**config.mk**
```make
export PLATFORM = sky130hd
export DESIGN_NAME = button_event_arbiter
export DESIGN_NICKNAME = d
export VERILOG_FILES = /design/src/rtl/button_event_arbiter.sv
export SDC_FILE = /design/constraint.sdc
export NUM_CORES = 1
export LEC_CHECK = 0
export ABC_CLOCK_PERIOD_IN_PS = 4300
export CELL_PAD_IN_SITES_DETAIL_PLACEMENT = 1
export CELL_PAD_IN_SITES_GLOBAL_PLACEMENT = 1
export CORE_ASPECT_RATIO = 1.75
export CORE_UTILIZATION = 40
export CTS_BUF_LIST = sky130_fd_sc_hd__clkbuf_8
export DETAILED_ROUTE_END_ITERATION = 12
export GPL_ROUTABILITY_DRIVEN = 1
export PLACE_DENSITY_LB_ADDON = 0.1
export SLEW_MARGIN = 40
export SYNTH_ARGS = -nofsm -noshare
export SYNTH_HDL_FRONTEND = slang
export SYNTH_SLANG_ARGS = --single-unit
```
**constraint.sdc**
```tcl
create_clock -name Clk -period 4.3 [get_ports Clk]
set_clock_uncertainty 0.05 [all_clocks]
set_input_delay 0.86 -clock Clk [delete_from_list [all_inputs] [get_ports Clk]]
set_output_delay 0.86 -clock Clk [all_outputs]
set_load 0.05 [all_outputs]
```
**src/rtl/button_event_arbiter.sv**
```systemverilog
// Front-panel event arbiter: debouncer sample tick, pending/overflow
// capture and round-robin valid/ready event serialisation.
module button_event_arbiter #(
   parameter int N        = 4,
   parameter int IDW      = 2,
   parameter int TICK_DIV = 50000
) (
   input  logic           Clk,
   input  logic           rst,
   input  logic [N-1:0]   btn_pulse,
   output logic           sample_tick,
   output logic           ev_valid,
   input  logic           ev_ready,
   output logic [IDW-1:0] ev_id,
   output logic [N-1:0]   pending,
   output logic [N-1:0]   ovf,
   input  logic           ovf_clr
);

   localparam int CW = (TICK_DIV > 1) ? $clog2(TICK_DIV) : 1;
   localparam logic [CW-1:0] CMAX = CW'(TICK_DIV - 1);
   localparam logic [N-1:0] ONE = N'(1);

   typedef enum logic {IDLE, OFFER} state_t;

   state_t         r_state;
   state_t         w_state_nxt;
   logic [CW-1:0]  r_cnt;
   logic           r_tick;
   logic [N-1:0]   r_pend;
   logic [N-1:0]   r_ovf;
   logic [IDW-1:0] r_id;
   logic [IDW-1:0] r_last;
   logic [IDW-1:0] w_id_nxt;
   logic [IDW-1:0] w_last_nxt;
   logic [IDW-1:0] w_pick;
   logic           w_found;
   logic           w_hs;
   logic [N-1:0]   w_clr;
   logic [N-1:0]   w_pend_nxt;
   logic [N-1:0]   w_ovf_nxt;

   assign sample_tick = r_tick;
   assign ev_valid    = (r_state == OFFER);
   assign ev_id       = r_id;
   assign pending     = r_pend;
   assign ovf         = r_ovf;

   assign w_hs       = ev_valid & ev_ready;
   assign w_clr      = w_hs ? (ONE << r_id) : '0;
   assign w_pend_nxt = (r_pend & ~w_clr) | btn_pulse;
   // A new overflow beats a same-cycle clear request
   assign w_ovf_nxt  = (ovf_clr ? '0 : r_ovf)
                     | (btn_pulse & r_pend & ~w_clr);

   // Scan above last grant first, then wrap to the low indices
   always_comb begin
      w_found = 1'b0;
      w_pick  = r_last;
      for (int i = 0; i < N; i++) begin
         if (!w_found && r_pend[i] && (IDW'(i) > r_last)) begin
            w_found = 1'b1;
            w_pick  = IDW'(i);
         end
      end
      for (int i = 0; i < N; i++) begin
         if (!w_found && r_pend[i] && (IDW'(i) <= r_last)) begin
            w_found = 1'b1;
            w_pick  = IDW'(i);
         end
      end
   end

   always_comb begin
      w_state_nxt = r_state;
      w_id_nxt    = r_id;
      w_last_nxt  = r_last;
      unique case (r_state)
         IDLE: begin
            if (w_found) begin
               w_id_nxt    = w_pick;
               w_state_nxt = OFFER;
            end
         end
         OFFER: begin
            if (ev_ready) begin
               w_last_nxt  = r_id;
               w_state_nxt = IDLE;
            end
         end
         default: w_state_nxt = IDLE;
      endcase
   end

   always_ff @(posedge Clk or negedge rst) begin
      if (!rst) begin
         r_state <= IDLE;
         r_id    <= '0;
         r_last  <= IDW'(N - 1);
         r_pend  <= '0;
         r_ovf   <= '0;
      end else begin
         r_state <= w_state_nxt;
         r_id    <= w_id_nxt;
         r_last  <= w_last_nxt;
         r_pend  <= w_pend_nxt;
         r_ovf   <= w_ovf_nxt;
      end
   end

   always_ff @(posedge Clk or negedge rst) begin
      if (!rst) begin
         r_cnt  <= '0;
         r_tick <= 1'b0;
      end else begin
         r_cnt  <= (r_cnt == CMAX) ? '0 : r_cnt + CW'(1);
         r_tick <= (r_cnt == CMAX);
      end
   end

endmodule
```
# == Word-level counts from Yosys, hierarchy flattened ==
# Cells that the tools add are included.
# W data, S select, Z words.
# word_totals
register_bits,30
word_cells,72
out_inout_bits,12
# classes
eq_ne,1
bitwise,8
n_addsub,1
muxes,22
order_cmp,8
reduce_logical,24
shift,1
# ops
operator,count
$add A16 B1 Y16 const B,1
$eq A16 B16 Y1 const B,1
$mux W16,1
$mux W2,8
$logic_and A1 B1 Y1,15
$and A4 B4 Y4,3
$mux W1,10
$mux W4,2
$or A4 B4 Y4,2
$logic_not A1 Y1,7
$gt A1 B2 Y1 const A,2
$gt A2 B2 Y1 const A,2
$le A1 B2 Y1 const A,2
$le A2 B2 Y1 const A,2
$not A4 Y4,1
$reduce_and A2 Y1,2
$shl A1 B2 Y4 const A,1
$pmux W1 S2,1
$and A1 B1 Y1,1
$not A1 Y1,1

# == Longest topological paths before layout ==
# Gate-level depths: netlist of the first run.
# depth
ltp_word,33
depth_mapped,5

# == Worst setup path before layout of the first run ==
# No wires, ideal clock.
# synth_path
path_kind,register -> output
start,"register r_state, in the netlist ev_valid"
end,output ev_valid
required_ps,3390
stages_incl_launch_ff,1
arrival_ps,683
setup_slack_ps,2707
cell_sequence,dfrtp_1
# synth_rtl
item,line_no,rtl
from (decl),26,state_t r_state;
from (signal assigned),103,r_state <= w_state_nxt;
to (decl),12,"output logic ev_valid,"
# No word-level cell between the ends.

# == Worst setup path after layout of the first run ==
# layout_path
start,"register r_state, in the netlist ev_valid"
end,output ev_valid
# No word-level cell between the ends.

==> metrics.md, run 1 <==
| Metric | Value |
|---|---|
| Std-Cell Rows | `28` |
| Die Area | `3714 um2` |
| Core region area | `3328 um2` |
| Mapped Avg Cell Area | `10.50 um2` |
| Initial antenna violation count | `0` |
| Overflow after GRT | `0` |
| Slew headroom | `65.97%` |
| H-tree depth | `2` |
| Fmax | `401.9 MHz` |
| Via count | `1082` |
| Crit. Startpoint | `ev_valid` |
| Critical Path Source Type | `flop` |
| Placed Instances | `197` |
| Non-Filler Instances | `205` |
| RSZ-0062 raised after global routing | `false` |
| Diode count | `0` |
| Yosys top cell by area | `dfrtp_1` |
| Share of post-route cells with drive strength above 1 | `11.25%` |
| Pwr/cell area | `470.4 nW/um2` |
| Die height | `79.88 um` |
| Cell Chain, Critical Path | `clkdlybuf4s50_1` |
| CTS tree | `yes` |
| Clock Tree Root | `clkbuf_8` |
| Mapped cell area | `1386 um2` |
| Yosys reg bits | `30` |
| Flop pwr share | `43.9%` |
| First-pass GRT wire length | `5.485 mm` |
| Tmin final | `2488 ps` |
| Crit-path slowest cell | `clkdlybuf4s50_1` |
| Largest delay share family, worst path | `buffers and inverters` |
| Endpoint class of the critical path | `output pin` |
| Detailed placement HPWL | `2.554 mm` |
| Peak supply drop | `0.0003585 V` |
| Worst hold start | `r_cnt[0]` |
| Leak Pwr | `0.7711 nW` |
| Internal power | `0.0005277 W` |
| Post-synth net total | `141` |
| Largest net degree at the start of global routing | `31` |
| Routed wire length | `3.256 mm` |
| Largest cells by area after synthesis | `dfrtp_1, xnor2_1, inv_1, dfstp_2, nand2_1` |
| DRC Markers | `0` |
| Setup TNS | `0 ps` |
| Switching fraction of total power | `35.36%` |
| CTS Hold Bufs | `0` |
| WP buf/inv | `1` |
| Top-area cell type share of the netlist area | `50.54%` |
| Cells after Synth | `132` |
| Initial Util | `41.65%` |
| CP max stage delay | `840 ps` |
| Max_cap viols | `0` |
| Tot GR Track Use | `21.40%` |
| Status | `complete, no violations` |
| Sequential fraction of the synthesis area | `54.33%` |
| Max Root-Sink Buffers | `2` |
| Class of the tightest hold or removal check | `flop to flop` |
| Final hold vios | `0` |
| Routed Antenna Nets | `0` |
| Synth Warn # | `0` |
| WL per Instance | `15.88 um` |
| WP data required | `3390 ps` |
| Clk_lat worst skew | `280 ps` |
| Vias in the first global route | `1195` |
| Vias per cell | `5.278` |
| PortBufs | `19` |
| Layout area overhead | `25.18%` |
| Psw | `0.0002886 W` |
| Worst-Margin Slew | `508.8 ps` |
| Post-CTS setup buffers | `0` |
| Final setup viols | `0` |
| Initial DRC Count | `6` |
| Detailed Routing Iterations Pass 1 | `3` |
| Die width | `46.50 um` |
| Reg-to-Reg Start | `r_cnt[0]` |
| Nets | `168` |
| IO Count | `20` |
| Clock power frac | `29.2%` |
| CP max FO | `7` |
| Hold slack final | `445.1 ps` |
| Final period util | `57.86%` |
| Unique masters post-synth | `34` |
| Max Slew Vio Count | `0` |
| Gpl congestion | `0.7929` |
| Crit path kind | `flop to output pin` |
| Post_cts resized | `0` |
| Clock buffer count from CTS | `5` |
| Clk sinks | `30` |
| Comb pwr share | `26.9%` |
| Crit path DAT | `1580 ps` |
| Reg clk slew, reported paths | `60 ps` |
[flip-flops by register name (all words and copies together) (netlist names)]
signal and count:
ev_valid 1, sample_tick 1, pending 4, ev_id 2, r_cnt 16, r_last 2
ovf 4
[path summary, 6_finish.rpt]
check	cells past startpoint	endpoint	slack [ps]
worst max-delay path	1	ev_valid	1810
worst min-delay path	1	r_cnt[0]	450
worst max register to register	5	r_cnt[3]	2590
worst min register to register	1	r_cnt[0]	450
max in group asynchronous	2	r_last[1]	2960
min in group asynchronous	2	ev_id[1]	920
[power groups by stage]
stage	clock network, W	logic, W	registers (W)
after global placement	0	0.000217	0.000364
final	0.000238	0.000219	0.000359
after global routing	0.000259	0.000236	0.000364
after floorplan	0	0.0000608	0.000437
after detailed placement	0	0.000222	0.000365
after CTS	0.000244	0.000221	0.000360
[Yosys cell counts]
cell type  count
dfrtp_1       28
inv_1         16
nand2_1       12
nor2_1        10
xnor2_1        7
o21ai_0        6
nand4_1        5
and3_1         4
o22ai_1        4
xor2_1         4
nand3_1        3
nor2b_1        3
nor4_1         3
o31ai_1        3
and4bb_2       2
dfstp_2        2
mux2i_1        2
nor3_1         2
a21o_1         1
a21oi_1        1
a221o_1        1
a22oi_1        1
ha_1           1
mux2_2         1
nand3_2        1
nand4_4        1
nor3_2         1
nor3b_1        1
nor4_2         1
o211ai_1       1
o221ai_1       1
o311ai_0       1
or2_1          1
or3_1          1
[per-layer routing]
metal  up-vias  track usage [%]  share of wire, %
li1        512                -                 -
met1       542            20.70                36
met2        19            38.33                58
met3         9            4.072               2.5
met4         0            12.94               3.5
met5         -                0                 0
[final cells by class]
class	instances	area, um2
clock buffers	6	82.58
clock inverters	2	12.51
fillers	377	1593
inverters	16	60.06
multi-input cells	86	573.1
flip-flops and latches	30	753.2
well taps	45	56.30
repair buffers	20	197.7
[logic make-up after synthesis]
family	after synthesis	synth area share [%]
AOI/OAI and AO/OA	20	9.567
xor gates and xnor gates	11	6.949
DFF	30	54.33
muxes	3	2.256
adders and majority gates	1	0.9024
buffers and inverters	16	4.332
and+or+nand+nor	51	21.66
[per-stage QoR]
stage | cell area [um2] | setup WS [ps] | utilization [%] | power (W)
6_report | 1735 | 1812 | 52.14 | 0.0008164
5_1_grt | 1735 | 1754 | 52.14 | 0.0008590
4_1_cts | 1735 | 1790 | 52.14 | 0.0008251
3_5_place_dp | 1640 | 2098 | 49.29 | 0.0005872
3_3_place_gp | 1640 | 2113 | 49.29 | 0.0005809
2_1_floorplan | 1386 | 2707 | - | 0.0004975
[placed cells by master, fill, tap and decap left out, types with 3 or more instances in the layout]
cell type         n
and3_1            4
clkbuf_8          6
clkdlybuf4s50_1  19
dfrtp_1          28
inv_1            16
nand2_1          12
nand3_1           3
nand4_1           5
nor2_1           10
nor2b_1           3
nor4_1            3
o21ai_0           6
o22ai_1           4
o31ai_1           3
xnor2_1           7
xor2_1            4
Power figures use the tool's default switching activity.
==> inputs of run 2 (changes only) <==
- ABC_CLOCK_PERIOD_IN_PS: 4300 -> 2050
- CORE_UTILIZATION: 40 -> 39
- clock period: 4.3 -> 2.05 ns (I/O delays scaled with it)
==> run 2 against run 1 <==
Sequential power is 110% higher. Critical path depth is the same. Sequential share of layout area shrank 0.16 points. Combinational power grew 110%. Global-route usage decreased by 1.3 points. Critical path type unchanged. Critical endpoint is now ev_id[0]. Largest cell class unchanged. Largest power group unchanged.
==> metrics.md, run 2 (same netlist as run 1, synthesis figures left out) <==
| Metric | Value |
|---|---|
| Status | `complete, no violations (unchanged)` |
| Pwr/cell area | `971.8 nW/um2 (was 470.4 nW/um2)` |
| Crit path DAT | `1510 ps (was 1580 ps)` |
| Comb pwr share | `27.6% (was 26.9%)` |
| Max Slew Vio Count | `0 (unchanged)` |
| Class of the tightest hold or removal check | `flop to flop (unchanged)` |
| CP max stage delay | `820 ps (was 840 ps)` |
| Final hold vios | `0 (unchanged)` |
| Diode count | `0 (unchanged)` |
| Share of post-route cells with drive strength above 1 | `12.42% (was 11.25%)` |
| M1 GR Usage | `19.39% (was 20.70%)` |
| Placed Instances | `198 (was 197)` |
| Largest reg by FF count | `r_cnt (unchanged)` |
| Final instance area | `1742 um2 (was 1735 um2)` |
| WP data required | `1590 ps (was 3390 ps)` |
| Final period util | `96.13%` |
| Nets | `169 (was 168)` |
| Detailed placement HPWL | `2.526 mm (was 2.554 mm)` |
| DRC Markers | `0 (unchanged)` |
| Slew headroom | `66.26% (was 65.97%)` |
| Via count | `1097 (was 1082)` |
| Die Area | `3807 um2 (was 3714 um2)` |
| Switching fraction of total power | `35.04% (was 35.36%)` |
| Clk sinks | `30 (unchanged)` |
| Initial antenna violation count | `0 (unchanged)` |
| Clk_lat worst skew | `280 ps (about the same)` |
| Max Root-Sink Buffers | `2 (unchanged)` |
| Total number of cells along the worst setup path | `1 (unchanged)` |
| Max_cap viols | `0 (unchanged)` |
| CTS Hold Bufs | `0 (unchanged)` |
| Total power | `0.001693 W (was 0.0008164 W)` |
| H-tree depth | `2 (unchanged)` |
| Critical Path Source Type | `flop (unchanged)` |
| WL per Instance | `15.75 um (was 15.88 um)` |
| Worst-Margin Slew | `505.3 ps (was 508.8 ps)` |
| Endpoint class of the critical path | `output pin (unchanged)` |
| PortBufs | `19 (unchanged)` |
| GR Util met2 | `36.39% (was 38.33%)` |
| Largest net degree at the start of global routing | `31 (unchanged)` |
| Core region area | `3398 um2 (was 3328 um2)` |
| CTS tree | `yes (unchanged)` |
| Clock buffer count from CTS | `5 (unchanged)` |
| Reg2Reg Depth | `5 (unchanged)` |
| Setup TNS | `0 ps (unchanged)` |
| IO Count | `20 (unchanged)` |
| Leak Pwr | `0.7854 nW (was 0.7711 nW)` |
| Std-Cell Rows | `28 (unchanged)` |
| Crit-path slowest cell | `clkdlybuf4s50_1 (unchanged)` |
| Overflow after GRT | `0 (unchanged)` |
| Vias in the first global route | `1131 (was 1195)` |
| Layout area overhead | `25.63% (was 25.18%)` |
| Hold Path Depth | `1 (unchanged)` |
| Commonest non-fill, non-tap cell in the layout | `dfrtp_1 (unchanged)` |
| Routed wire length | `3.245 mm (was 3.256 mm)` |
| WP buf/inv | `1 (unchanged)` |
| Non-Filler Instances | `206 (was 205)` |
| Fmax | `507.4 MHz` |
| Internal power | `0.001099 W (was 0.0005277 W)` |
| Die width | `47.07 um (was 46.50 um)` |
| Tmin final | `1971 ps` |
| First-pass GRT wire length | `5.154 mm (was 5.485 mm)` |
| Flop pwr share | `44.3% (was 43.9%)` |
| GR peak layer | `met2 (unchanged)` |
| Clock Tree Root | `clkbuf_8 (unchanged)` |
| Tot GR Track Use | `20.08% (was 21.40%)` |
| Peak supply drop | `0.0005099 V (was 0.0003585 V)` |
| Reg-to-Reg Start | `r_cnt[0] (unchanged)` |
| Initial Util | `40.80% (was 41.65%)` |
| M3 GR Usage | `4.667% (was 4.072%)` |
| Initial DRC Count | `17 (was 6)` |
| Cell Chain, Critical Path | `clkdlybuf4s50_1 (unchanged)` |
| Filler cells | `395 (was 377)` |
| Final setup viols | `0 (unchanged)` |
| Placed Area | `1643 um2 (was 1640 um2)` |
| Crit path kind | `flop to output pin (unchanged)` |
| Most frequent cells in the layout | `dfrtp_1, inv_1, clkdlybuf4s50_1 (was dfrtp_1, clkdlybuf4s50_1, inv_1)` |
| Routed Antenna Nets | `0 (unchanged)` |
| Clock power frac | `28.0% (was 29.2%)` |
| Flip-flop count of the largest register after layout | `16 (unchanged)` |
| Die height | `80.87 um (was 79.88 um)` |
| Vias per cell | `5.325 (was 5.278)` |
| Psw | `0.0005931 W (was 0.0002886 W)` |
| Gpl congestion | `0.8005 (was 0.7929)` |
| Crit. Startpoint | `ev_id[0] (was ev_valid)` |
| Largest delay share family, worst path | `buffers and inverters (unchanged)` |
| Reg clk slew, reported paths | `60 ps (about the same)` |
| CP max FO | `6 (was 7)` |
| RSZ-0062 raised after global routing | `false (unchanged)` |
| Worst hold start | `r_cnt[13] (was r_cnt[0])` |
| Reg-to-reg slack, setup | `400 ps (was 2590 ps)` |
| Detailed Routing Iterations Pass 1 | `4 (was 3)` |
[run 2: changes by cell type in the layout (fill, tap and decap cells not counted), sizes merged]
cell,delta
clkdlybuf4s50,-5
inv,+1
buf,+3
dlymetal6s2s,+3
clkinvlp,-1
[run 2: repair_timing]
item | in CTS | in global routing
resized for setup | 0 | 3
endpoints found under the setup margin | 0 | 3
buffers inserted | 0 | 0
hold endpoints to repair | 0 | 0
[run 2: area by class of cell]
type	instances	area, um2	area share, %
Clock inverter	2	8.758	0.5029
Sequential cell	30	753.2	43.25
Tap cell	45	56.30	3.233
Inverter	16	60.06	3.448
Timing Repair Buffer	21	207.7	11.93
Multi-Input combinational cell	86	573.1	32.90
Clock buffer	6	82.58	4.741
[run 2: power groups by stage]
stage               combinational (W)  clock [W]  sequential, W
global route                 0.000499   0.000525       0.000759
floorplan                    0.000127          0       0.000916
detailed placement           0.000474          0       0.000760
global placement             0.000466          0       0.000755
CTS                          0.000476   0.000498       0.000749
finish                       0.000468   0.000475       0.000750
[run 2: final timing paths]
kind                                  end
worst min register to register  r_cnt[13]
max in group asynchronous       r_last[0]
worst min-delay path            r_cnt[13]
min in group asynchronous        ev_id[1]
worst max register to register  r_cnt[15]
worst max-delay path             ev_id[0]
[run 2: routing by layer]
| layer | routed length [um] | up-vias |
|---|---|---|
| met5 | 0 | - |
| met3 | 91 | 7 |
| met1 | 1159 | 555 |
| li1 | - | 514 |
| met2 | 1903 | 21 |
| met4 | 90 | 0 |
[run 2: per-stage QoR]
stage,util (%),hold slack (ps),worst slack (ps)
6_report,51.25,440.5,79.33
4_1_cts,51.03,447.8,22.12
5_1_grt,51.25,458.8,4.423
3_3_place_gp,48.34,426.9,286.7
2_1_floorplan,-,64.41,473.9
3_5_place_dp,48.34,435.7,272.8
